**src/rtl/vga_capture.sv**
```systemverilog
// vga_capture: samples external 1-bpp video (hsync_n/vsync_n/pix) and packs one window
// per armed frame into video RAM bytes, handed to the write arbiter through a small FIFO.
module vga_capture #(
  parameter int unsigned H_START    = 144,
  parameter int unsigned H_PIX      = 320,
  parameter int unsigned PIX_DIV    = 2,
  parameter int unsigned V_START    = 71,
  parameter int unsigned V_LINES    = 204,
  parameter int unsigned V_DIV      = 2,
  parameter int unsigned LINE_BYTES = 40,
  parameter int unsigned BASE_ADDR  = 0,
  parameter int unsigned FIFO_DEPTH = 4
) (
  input  logic        clk,
  input  logic        rst_n,
  input  logic        arm,
  input  logic        hsync_n,
  input  logic        vsync_n,
  input  logic        pix,
  output logic        busy,
  output logic        done,
  output logic        overflow,
  output logic        wr_req,
  output logic [15:0] wr_addr,
  output logic [7:0]  wr_data,
  input  logic        wr_ack
);

  localparam int unsigned HCNT_W    = 11;
  localparam int unsigned VCNT_W    = 10;
  localparam int unsigned H_END     = H_START + H_PIX * PIX_DIV;
  localparam int unsigned V_END     = V_START + V_LINES * V_DIV;
  localparam int unsigned ROW_BYTES = H_PIX / 8;
  localparam int unsigned COL_W     = $clog2(ROW_BYTES) + 1;
  localparam int unsigned PTR_W     = $clog2(FIFO_DEPTH);
  localparam int unsigned CNT_W     = PTR_W + 1;

  typedef enum logic [2:0] {
    S_IDLE,
    S_WAIT_VS,
    S_FRAME,
    S_DRAIN,
    S_DONE
  } state_t;

  state_t r_state;
  state_t w_state_nxt;
  logic   w_arm_ok;

  logic r_hs_s1, r_hs_s2, r_hs_d;
  logic r_vs_s1, r_vs_s2, r_vs_d;
  logic r_px_s1, r_px_s2, r_px_d;
  logic w_hs_fall, w_vs_fall;

  logic [HCNT_W-1:0] r_hcnt;
  logic [VCNT_W-1:0] r_vcnt;
  logic [HCNT_W-1:0] w_hrel;
  logic [VCNT_W-1:0] w_vrel;
  logic [VCNT_W-1:0] w_row;
  logic              w_line_act, w_pix_act, w_sample, w_byte_done;
  logic [15:0]       w_addr;

  logic [6:0]       r_shreg;
  logic [2:0]       r_bitcnt;
  logic [COL_W-1:0] r_col;
  logic             r_push;
  logic             r_push_last;
  logic [7:0]       r_push_data;
  logic [15:0]      r_push_addr;

  logic [15:0]      r_fa [FIFO_DEPTH];
  logic [7:0]       r_fd [FIFO_DEPTH];
  logic [PTR_W-1:0] r_wptr, r_rptr;
  logic [CNT_W-1:0] r_count;
  logic [CNT_W-1:0] w_cnt_nxt;
  logic             w_full, w_pop, w_wr, w_drop;

  logic r_busy, r_done, r_ovf, r_wr_req;

  // Input synchronisers; the extra stage on pix keeps it aligned with the edge-detect stage
  always_ff @(posedge clk or negedge rst_n) begin
    if (!rst_n) begin
      r_hs_s1 <= 1'b1;
      r_hs_s2 <= 1'b1;
      r_hs_d  <= 1'b1;
      r_vs_s1 <= 1'b1;
      r_vs_s2 <= 1'b1;
      r_vs_d  <= 1'b1;
      r_px_s1 <= 1'b0;
      r_px_s2 <= 1'b0;
      r_px_d  <= 1'b0;
    end else begin
      r_hs_s1 <= hsync_n;
      r_hs_s2 <= r_hs_s1;
      r_hs_d  <= r_hs_s2;
      r_vs_s1 <= vsync_n;
      r_vs_s2 <= r_vs_s1;
      r_vs_d  <= r_vs_s2;
      r_px_s1 <= pix;
      r_px_s2 <= r_px_s1;
      r_px_d  <= r_px_s2;
    end
  end

  assign w_hs_fall = r_hs_d & ~r_hs_s2;
  assign w_vs_fall = r_vs_d & ~r_vs_s2;

  // Raster position counters, saturating
  always_ff @(posedge clk or negedge rst_n) begin
    if (!rst_n) begin
      r_hcnt <= '0;
      r_vcnt <= '0;
    end else begin
      if (w_hs_fall)
        r_hcnt <= '0;
      else if (r_hcnt != '1)
        r_hcnt <= r_hcnt + HCNT_W'(1);
      if (w_vs_fall)
        r_vcnt <= '0;
      else if (w_hs_fall && (r_vcnt != '1))
        r_vcnt <= r_vcnt + VCNT_W'(1);
    end
  end

  assign w_hrel     = r_hcnt - HCNT_W'(H_START);
  assign w_vrel     = r_vcnt - VCNT_W'(V_START);
  assign w_row      = w_vrel / VCNT_W'(V_DIV);
  assign w_line_act = (r_vcnt >= VCNT_W'(V_START)) && (r_vcnt < VCNT_W'(V_END)) &&
                      ((w_vrel % VCNT_W'(V_DIV)) == '0);
  assign w_pix_act  = (r_hcnt >= HCNT_W'(H_START)) && (r_hcnt < HCNT_W'(H_END)) &&
                      ((w_hrel % HCNT_W'(PIX_DIV)) == '0);
  assign w_sample   = (r_state == S_FRAME) && !w_hs_fall && !w_vs_fall && w_line_act && w_pix_act;
  assign w_byte_done = w_sample && (r_bitcnt == 3'd7);
  assign w_addr     = 16'(BASE_ADDR + (32'(w_row) * LINE_BYTES) + 32'(r_col));

  // Pixel packer: newest sample enters at the top so the leftmost pixel ends up in bit 0
  always_ff @(posedge clk or negedge rst_n) begin
    if (!rst_n) begin
      r_shreg     <= '0;
      r_bitcnt    <= '0;
      r_col       <= '0;
      r_push      <= 1'b0;
      r_push_last <= 1'b0;
      r_push_data <= '0;
      r_push_addr <= '0;
    end else begin
      r_push <= w_byte_done;
      if (w_byte_done) begin
        r_push_data <= {r_px_d, r_shreg};
        r_push_addr <= w_addr;
        r_push_last <= (w_row == VCNT_W'(V_LINES - 1)) && (r_col == COL_W'(ROW_BYTES - 1));
      end
      if (w_hs_fall || w_vs_fall || (r_state != S_FRAME)) begin
        r_bitcnt <= '0;
        r_col    <= '0;
      end else if (w_sample) begin
        r_shreg  <= {r_px_d, r_shreg[6:1]};
        r_bitcnt <= r_bitcnt + 3'd1;
        if (r_bitcnt == 3'd7)
          r_col <= r_col + COL_W'(1);
      end
    end
  end

  assign w_full = (r_count == CNT_W'(FIFO_DEPTH));
  assign w_pop  = r_wr_req && wr_ack;
  assign w_wr   = r_push && (!w_full || w_pop);
  assign w_drop = r_push && w_full && !w_pop;

  always_comb begin
    w_cnt_nxt = r_count;
    case ({w_wr, w_pop})
      2'b10:   w_cnt_nxt = r_count + CNT_W'(1);
      2'b01:   w_cnt_nxt = r_count - CNT_W'(1);
      default: w_cnt_nxt = r_count;
    endcase
  end

  // Write buffer towards the video RAM arbiter
  always_ff @(posedge clk or negedge rst_n) begin
    if (!rst_n) begin
      for (int i = 0; i < int'(FIFO_DEPTH); i++) begin
        r_fa[i] <= '0;
        r_fd[i] <= '0;
      end
      r_wptr   <= '0;
      r_rptr   <= '0;
      r_count  <= '0;
      r_wr_req <= 1'b0;
    end else begin
      if (w_wr) begin
        r_fa[r_wptr] <= r_push_addr;
        r_fd[r_wptr] <= r_push_data;
        r_wptr       <= r_wptr + PTR_W'(1);
      end
      if (w_pop)
        r_rptr <= r_rptr + PTR_W'(1);
      r_count  <= w_cnt_nxt;
      r_wr_req <= (w_cnt_nxt != '0);
    end
  end

  always_ff @(posedge clk or negedge rst_n) begin
    if (!rst_n)
      r_state <= S_IDLE;
    else
      r_state <= w_state_nxt;
  end

  always_comb begin
    w_state_nxt = r_state;
    w_arm_ok    = 1'b0;
    case (r_state)
      S_IDLE, S_DONE: begin
        if (arm) begin
          w_state_nxt = S_WAIT_VS;
          w_arm_ok    = 1'b1;
        end
      end
      S_WAIT_VS: if (w_vs_fall) w_state_nxt = S_FRAME;
      S_FRAME:   if (w_vs_fall || (r_push && r_push_last)) w_state_nxt = S_DRAIN;
      S_DRAIN:   if (w_cnt_nxt == '0) w_state_nxt = S_DONE;
      default:   w_state_nxt = S_IDLE;
    endcase
  end

  // Status flags follow the next state so done rises on the edge the FIFO empties
  always_ff @(posedge clk or negedge rst_n) begin
    if (!rst_n) begin
      r_busy <= 1'b0;
      r_done <= 1'b0;
      r_ovf  <= 1'b0;
    end else begin
      r_busy <= (w_state_nxt == S_WAIT_VS) || (w_state_nxt == S_FRAME) || (w_state_nxt == S_DRAIN);
      r_done <= (w_state_nxt == S_DONE);
      if (w_arm_ok)
        r_ovf <= 1'b0;
      else if (w_drop)
        r_ovf <= 1'b1;
    end
  end

  assign busy     = r_busy;
  assign done     = r_done;
  assign overflow = r_ovf;
  assign wr_req   = r_wr_req;
  assign wr_addr  = r_fa[r_rptr];
  assign wr_data  = r_fd[r_rptr];

endmodule

```
**config.mk**
```make
export PLATFORM = sky130hd
export DESIGN_NAME = vga_capture
export DESIGN_NICKNAME = d
export VERILOG_FILES = /design/src/rtl/vga_capture.sv
export SDC_FILE = /design/constraint.sdc
export NUM_CORES = 1
export LEC_CHECK = 0
export BUFFER_PORTS_ARGS = -buffer_cell sky130_fd_sc_hd__buf_4
export CORE_MARGIN = 4
export CORE_UTILIZATION = 50
export DETAILED_ROUTE_END_ITERATION = 6
export PLACE_DENSITY = 0.77
export SLEW_MARGIN = 0
export SYNTH_ARGS = -nofsm -noshare
export SYNTH_HDL_FRONTEND = slang
export SYNTH_SLANG_ARGS = --single-unit
```
**constraint.sdc**
```tcl
create_clock -name clk -period 12.45 [get_ports clk]
set_input_delay 2.49 -clock clk [delete_from_list [all_inputs] [get_ports clk]]
set_output_delay 2.49 -clock clk [all_outputs]
set_load 0.02 [all_outputs]
```
==> results.toml, run 1 <==
[status]
outcome = "completed"

[synthesis]
avgSynthCellArea_um2 = 12.3
postSynthCellCount = 707
yosysMostFrequentCell = "dfrtp_1"
yosys.area.top_type_share_pct = 51.0
syn_nets = 741
yosys.area.top_type = "dfrtp_1"
async_reset_ff_share_pct = 100
synth-main-ff-cell = "dfrtp_1"
synth_seq_area_share_pct = 52.8
syn_area_um2 = 8680
synth_edf_count = 0
synth_area_leaders = "dfrtp_1, mux2_2, mux4_2"
synthTopCellsByCount = "dfrtp_1, mux2_2, nand2_1"
ys_ff_latch = 183
yosys_warnings = 0
ys_types = 52

[critical_path]
worst-path-stages = 12
startpoint_type = "input port"
cp_top_family = "compound AO/OA/AOI/OAI gates"
rr_worst_depth = 13
path_cells = "buf_4 > nand2_1 > a31oi_1 > inv_1 > ha_1 > fa_1 > xnor2_1 > nor2_1 > xnor2_1 > nand3_1 > a21oi_1 > o22ai_1"
cpPeakStageDelay_ps = 550
critPathMostFrequentCell = "xnor2_1"
critical_path_class = "input port to flop"
endpoint_kind = "flop"
cp_max_fo = 8
cp.required_ps = 12740
path_buf_inv = 2
critPathSlowestCell = "a31oi_1"
worstPathArrival_ps = 4970

[timing]
tns_ps = 0
holdWs_ps = 344
setup_viol = 0
post-route-min-period_ps = 4680
setup_ws_ps = 7770
tightestPinTransition_ps = 1080
finalHoldViolCount = 0
worst_clock_skew_ps = 11.3
slew_headroom_pct = 27.9
finalCritPeriodShare_pct = 37.6
rsz0062_at_grt = "false"
finalMaxSlewViolations = 0
max_freq_mhz = 214

[floorplan]
die_x_um = 140
die_h_um = 140
die_area_um2 = 19500
rows = 47
io_pins = 35
initial_core_util_pct = 51.6
core_um2 = 16800

[power_and_ir_drop]
p_leak_uw = 0.00471
power_density_nw_per_um2 = 141
peakVddDrop_v = 0.000112

[routing]
drtIter0Drc = 425
highest-signal-layer = "met4"
drtPass1Iterations = 5
vias = 5445
routed_wl_um = 16500
via_per_inst = 5.61
met3_length_um = 465
route.met2.wl_um = 8570
wl_met1_um = 7300
drtAntennaViolNets = 0
drc = 0
wl_per_cell_um = 17.1

[min_path]
min_path_cells = 0
hp-class = "flop to flop"

[job]
maxCapViolCount = 0

[clocking]
cts_buffers = 17
path_clk_slew_ps = 70
htreeDepth = 4
cts_tree = "yes"
clk_latency_ps = 430
post_cts_resized = 0
clockBufferDepth = 2
cts_sinks = 183
cts_hold_buf = 0
root_buffer = "clkbuf_16"
post_cts_buffers = 0

[final_layout]
areaGrowthSynthToFinish_pct = 12.0
drive_above_1_share_pct = 28.5
fillCellCount = 1297
antenna_cells = 0
utilization_pct = 57.8
nNetsFinal = 772

[placement]
gp_congestion = 0.871
hpwl_um = 10600
io_buffers = 34
place_ws_ps = 7390

[global_routing]
grt-ovfl-total = 0
grt_pass1_wl_um = 28100
grt_pass1_vias = 5669
antenna_found_initial = 0
grt_use_total_pct = 17.6
grt_max_degree = 80
==> placed cells by master (no fill, tap or decap), drive strengths merged, types with 2 or more instances in the layout <==
cell,count
o31ai,4
nor4b,2
buf,44
a21oi,16
o21a,2
mux4,24
nor2b,3
a41oi,2
o21ai,24
a211oi,2
nor3,7
or3,2
mux2,104
dfrtp,177
a21o,7
and2,6
nor2,52
or4,6
clkinvlp,3
and3,6
nor4,5
clkinv,4
inv,27
xor2,14
nand2b,5
or2,2
clkbuf,17
nand4,6
mux2i,3
xnor2,33
nand3,15
a31oi,4
o31a,3
dfstp,6
fa,3
ha,24
nand2,73
==> final timing paths <==
kind                                  startpoint                     endpoint  slack (ps)
max                                       wr_ack               busy$_DFF_PN0_        7770
min                            r_px_s1$_DFF_PN0_            r_px_s2$_DFF_PN0_         340
max reg2reg                r_vcnt[0]$_DFFE_PN0P_  r_push_addr[13]$_DFFE_PN0P_        8100
min reg2reg                    r_px_s1$_DFF_PN0_            r_px_s2$_DFF_PN0_         340
max in group asynchronous                  rst_n         r_fa[45]$_DFFE_PN0P_        8460
min in group asynchronous                  rst_n        r_vcnt[6]$_DFFE_PN0P_        2000
==> stage by stage <==
stage / area [µm²] / instances / power (µW)
after CTS: 9720 / 970 / 1380
after floorplan: 8680 / 707 / 799
final: 9720 / 970 / 1370
after global routing: 9720 / 970 / 1430
after global placement: 9150 / 939 / 851
after detailed placement: 9150 / 939 / 858
==> flip-flops by register name (all words and copies together), names as in the netlist, 2 cells and up <==
register     cells
r_rptr           2
r_fd            32
r_push_data      8
r_hcnt          11
r_shreg          7
r_count          3
r_fa            64
r_state          3
r_push_addr     16
r_col            7
r_bitcnt         3
r_vcnt          10
r_wptr           2
==> routing by layer <==
metal,vias up,GRT usage (%)
met4,0,5.35
met2,85,30.4
li1,2553,-
met5,-,0
met3,13,3.22
met1,2794,22.8
==> area by class of cell <==
cell class,instances,area (µm²),share of cell area [%]
clock inverters,14,144,1.48
multi-input cells,471,3880,39.9
inverters,21,78.8,0.811
well taps,220,275,2.83
clock buffers,17,425,4.38
flip-flops and latches,183,4590,47.2
repair buffers,44,334,3.44
==> logic make-up after synthesis <==
group | after synthesis | share of synthesized area (%)
and+or+nand+nor | 194 | 10.5
DFF | 183 | 52.8
muxes | 131 | 20.1
AOI/OAI and AO/OA | 72 | 5.20
buffers and inverters | 53 | 2.48
xor gates and xnor gates | 47 | 4.74
adders and majority gates | 27 | 4.15
==> power breakdown <==
part / internal, µW / total, µW / switching [µW]
clock: 281 / 520 / 239
sequential: 619 / 643 / 23.5
combinational: 84.8 / 204 / 119
total: 985 / 1370 / 381
No activity file was read; power rests on OpenSTA's default activity.
==> inputs of run 2 (changes only) <==
--- a/config.mk
+++ b/config.mk
@@ -5,11 +5,12 @@
 export SDC_FILE = /design/constraint.sdc
 export NUM_CORES = 1
 export LEC_CHECK = 0
+export ABC_AREA = 1
 export BUFFER_PORTS_ARGS = -buffer_cell sky130_fd_sc_hd__buf_4
 export CORE_MARGIN = 4
 export CORE_UTILIZATION = 50
 export DETAILED_ROUTE_END_ITERATION = 6
-export PLACE_DENSITY = 0.77
+export PLACE_DENSITY = 0.79
 export SLEW_MARGIN = 0
 export SYNTH_ARGS = -nofsm -noshare
 export SYNTH_HDL_FRONTEND = slang
==> constraint.sdc (replaced) <==
create_clock -name clk -period 3.99 [get_ports clk]
set_input_delay 0.798 -clock clk [delete_from_list [all_inputs] [get_ports clk]]
set_output_delay 0.798 -clock clk [all_outputs]
set_load 0.02 [all_outputs]
==> run 2 against run 1 <==
Register-to-register slack worse by 7500 ps. Die area is 2.1% higher. Clock skew is 1.9 ps lower. Critical path depth is 5 higher. Sequential share of layout area is 0.77 points lower. Sequential power grew to 3.1 times the previous value. Clock power grew to 3.1 times the previous value. Largest cell class unchanged. Highest routed layer unchanged.
==> results.toml, run 2 <==
[global_routing]
grt-ovfl-total = 0
grt_max_degree = 111
grt_use_total_pct = 20.3
grt_pass1_wl_um = 33300
antenna_found_initial = 0
grt_pass1_vias = 7007

[timing]
tightestPinTransition_ps = 975
finalHoldViolCount = 0
finalCritPeriodShare_pct = 85.9
post-route-min-period_ps = 3430
setup_viol = 0
slew_headroom_pct = 35.0
max_freq_mhz = 292
tns_ps = 0
worst_clock_skew_ps = 9.38
finalMaxSlewViolations = 0
rsz0062_at_grt = "false"

[synthesis]
ys_ff_latch = 183
synthTopCellsByCount = "nand2_1, o21ai_0, dfrtp_1"
avgSynthCellArea_um2 = 8.24
syn_nets = 1111
syn_area_um2 = 8880
synth_edf_count = 0
ys_types = 40
yosys.area.top_type = "dfrtp_1"
synth-main-ff-cell = "dfrtp_1"
yosys.area.top_type_share_pct = 49.9
yosys_warnings = 0
async_reset_ff_share_pct = 100
postSynthCellCount = 1077
yosysMostFrequentCell = "nand2_1"
synth_area_leaders = "dfrtp_1, nand2_1, o21ai_0"
synth_seq_area_share_pct = 51.7

[floorplan]
die_x_um = 141
die_area_um2 = 20000
core_um2 = 17400
rows = 48
initial_core_util_pct = 51.1
io_pins = 35
die_h_um = 141

[power_and_ir_drop]
p_leak_uw = 0.00469
power.total_uw = 5050
power_density_nw_per_um2 = 510
peakVddDrop_v = 0.000368

[clocking]
clockBufferDepth = 2
cts_sinks = 183
clk_latency_ps = 430
htreeDepth = 4
path_clk_slew_ps = 70
root_buffer = "clkbuf_16"
post_cts_buffers = 0
cts_tree = "yes"
cts_buffers = 17
cts_hold_buf = 0
post_cts_resized = 0

[placement]
placedCellCount = 1305
io_buffers = 34
place_area_um2 = 9330
gp_congestion = 0.901
hpwl_um = 12300

[critical_path]
critical_path_class = "flop to flop"
rr_worst_depth = 17
cp_max_fo = 7
startpoint_type = "flop"
worstPathArrival_ps = 3730
endpoint_kind = "flop"
cp.required_ps = 4290

[final_layout]
final_cell_mix = "nand2_1, o21ai_0, dfrtp_1, inv_1, nor2_1"
drive_above_1_share_pct = 8.46
largest_reg_flops = 64
largestRegisters = "r_fa: 64 flops, r_fd: 32 flops, r_push_addr: 16 flops"
largest-register = "r_fa"
nNetsFinal = 1133
antenna_cells = 0
final_area_um2 = 9880
layout_commonest_cell = "nand2_1"
areaGrowthSynthToFinish_pct = 11.3
instances_no_fill = 1336

[routing]
via_per_inst = 5.39
drtIter0Drc = 666
vias = 7206
drc = 0
drtAntennaViolNets = 0
drtPass1Iterations = 5
routed_wl_um = 19300
wl_per_cell_um = 14.5

[min_path]
min_path_cells = 0
hp-class = "flop to flop"

[status]
outcome = "completed"

[job]
maxCapViolCount = 0
[run 2: kinds of logic (layout without fill, tap and decap cells)]
family          count (synthesis)  after routing  share of synthesized area (%)
mux                             1              1                          0.127
buf+inv                       155            189                           6.85
flops                         183            183                           51.7
simple gates                  440            440                           20.4
fa+ha+maj                      27             27                           4.06
compound gates                249            249                           14.7
xor+xnor                       22             22                           2.17
[run 2: power by group]
part / switching [µW] / internal, µW / leakage (µW)
registers: 59.7 / 1930 / 0.00249
logic: 938 / 523 / 0.00194
clock network: 727 / 867 / 0.000263
total: 1720 / 3320 / 0.00469
[run 2: per-layer routing]
metal	part of all wire, %	track usage [%]
met1	46	27.3
met2	48	33.4
met3	4.9	4.04
met4	1.5	6.53
met5	0	0
[run 2: cell type report]
type / instances / area [µm²]
inverters: 114 / 430
flip-flops and latches: 183 / 4590
clock buffers: 19 / 433
fillers: 1496 / 7470
multi-input cells: 739 / 3680
repair buffers: 44 / 347
clock inverters: 12 / 123
well taps: 225 / 282
[run 2: critical path, cell delays in order, from the launching register on]
cell and delay (ps):
dfrtp_1 450, ha_1 240, nand2_1 140, nand2_1 90
xor2_1 270, inv_1 80, ha_1 290, ha_1 220
inv_1 80, fa_1 470, nor2_1 180, nand4_1 110
nand2_1 110, nand2_1 80, nor2_1 210, nand3b_1 110
nand3_1 110, nand2_1 80
[run 2: final timing paths]
kind / start / endpoint / slack [ps]
max: r_vcnt[0]$_DFFE_PN0P_ / r_push_addr[12]$_DFFE_PN0P_ / 560
min: r_hs_s1$_DFF_PN1_ / r_hs_s2$_DFF_PN1_ / 360
max reg2reg: r_vcnt[0]$_DFFE_PN0P_ / r_push_addr[12]$_DFFE_PN0P_ / 560
min reg2reg: r_hs_s1$_DFF_PN1_ / r_hs_s2$_DFF_PN1_ / 360
max in group asynchronous: rst_n / r_vs_s1$_DFF_PN1_ / 2570
min in group asynchronous: rst_n / r_fd[4]$_DFFE_PN0P_ / 480
[run 2: per-stage QoR]
step                hold WS [ps]  util [%]  setup WS [ps]
floorplan                    331         -           1010
global placement             346      53.7            823
detailed placement           349      53.7            666
CTS                          359      56.9            606
global route                 364      56.9            336
finish                       358      56.9            561
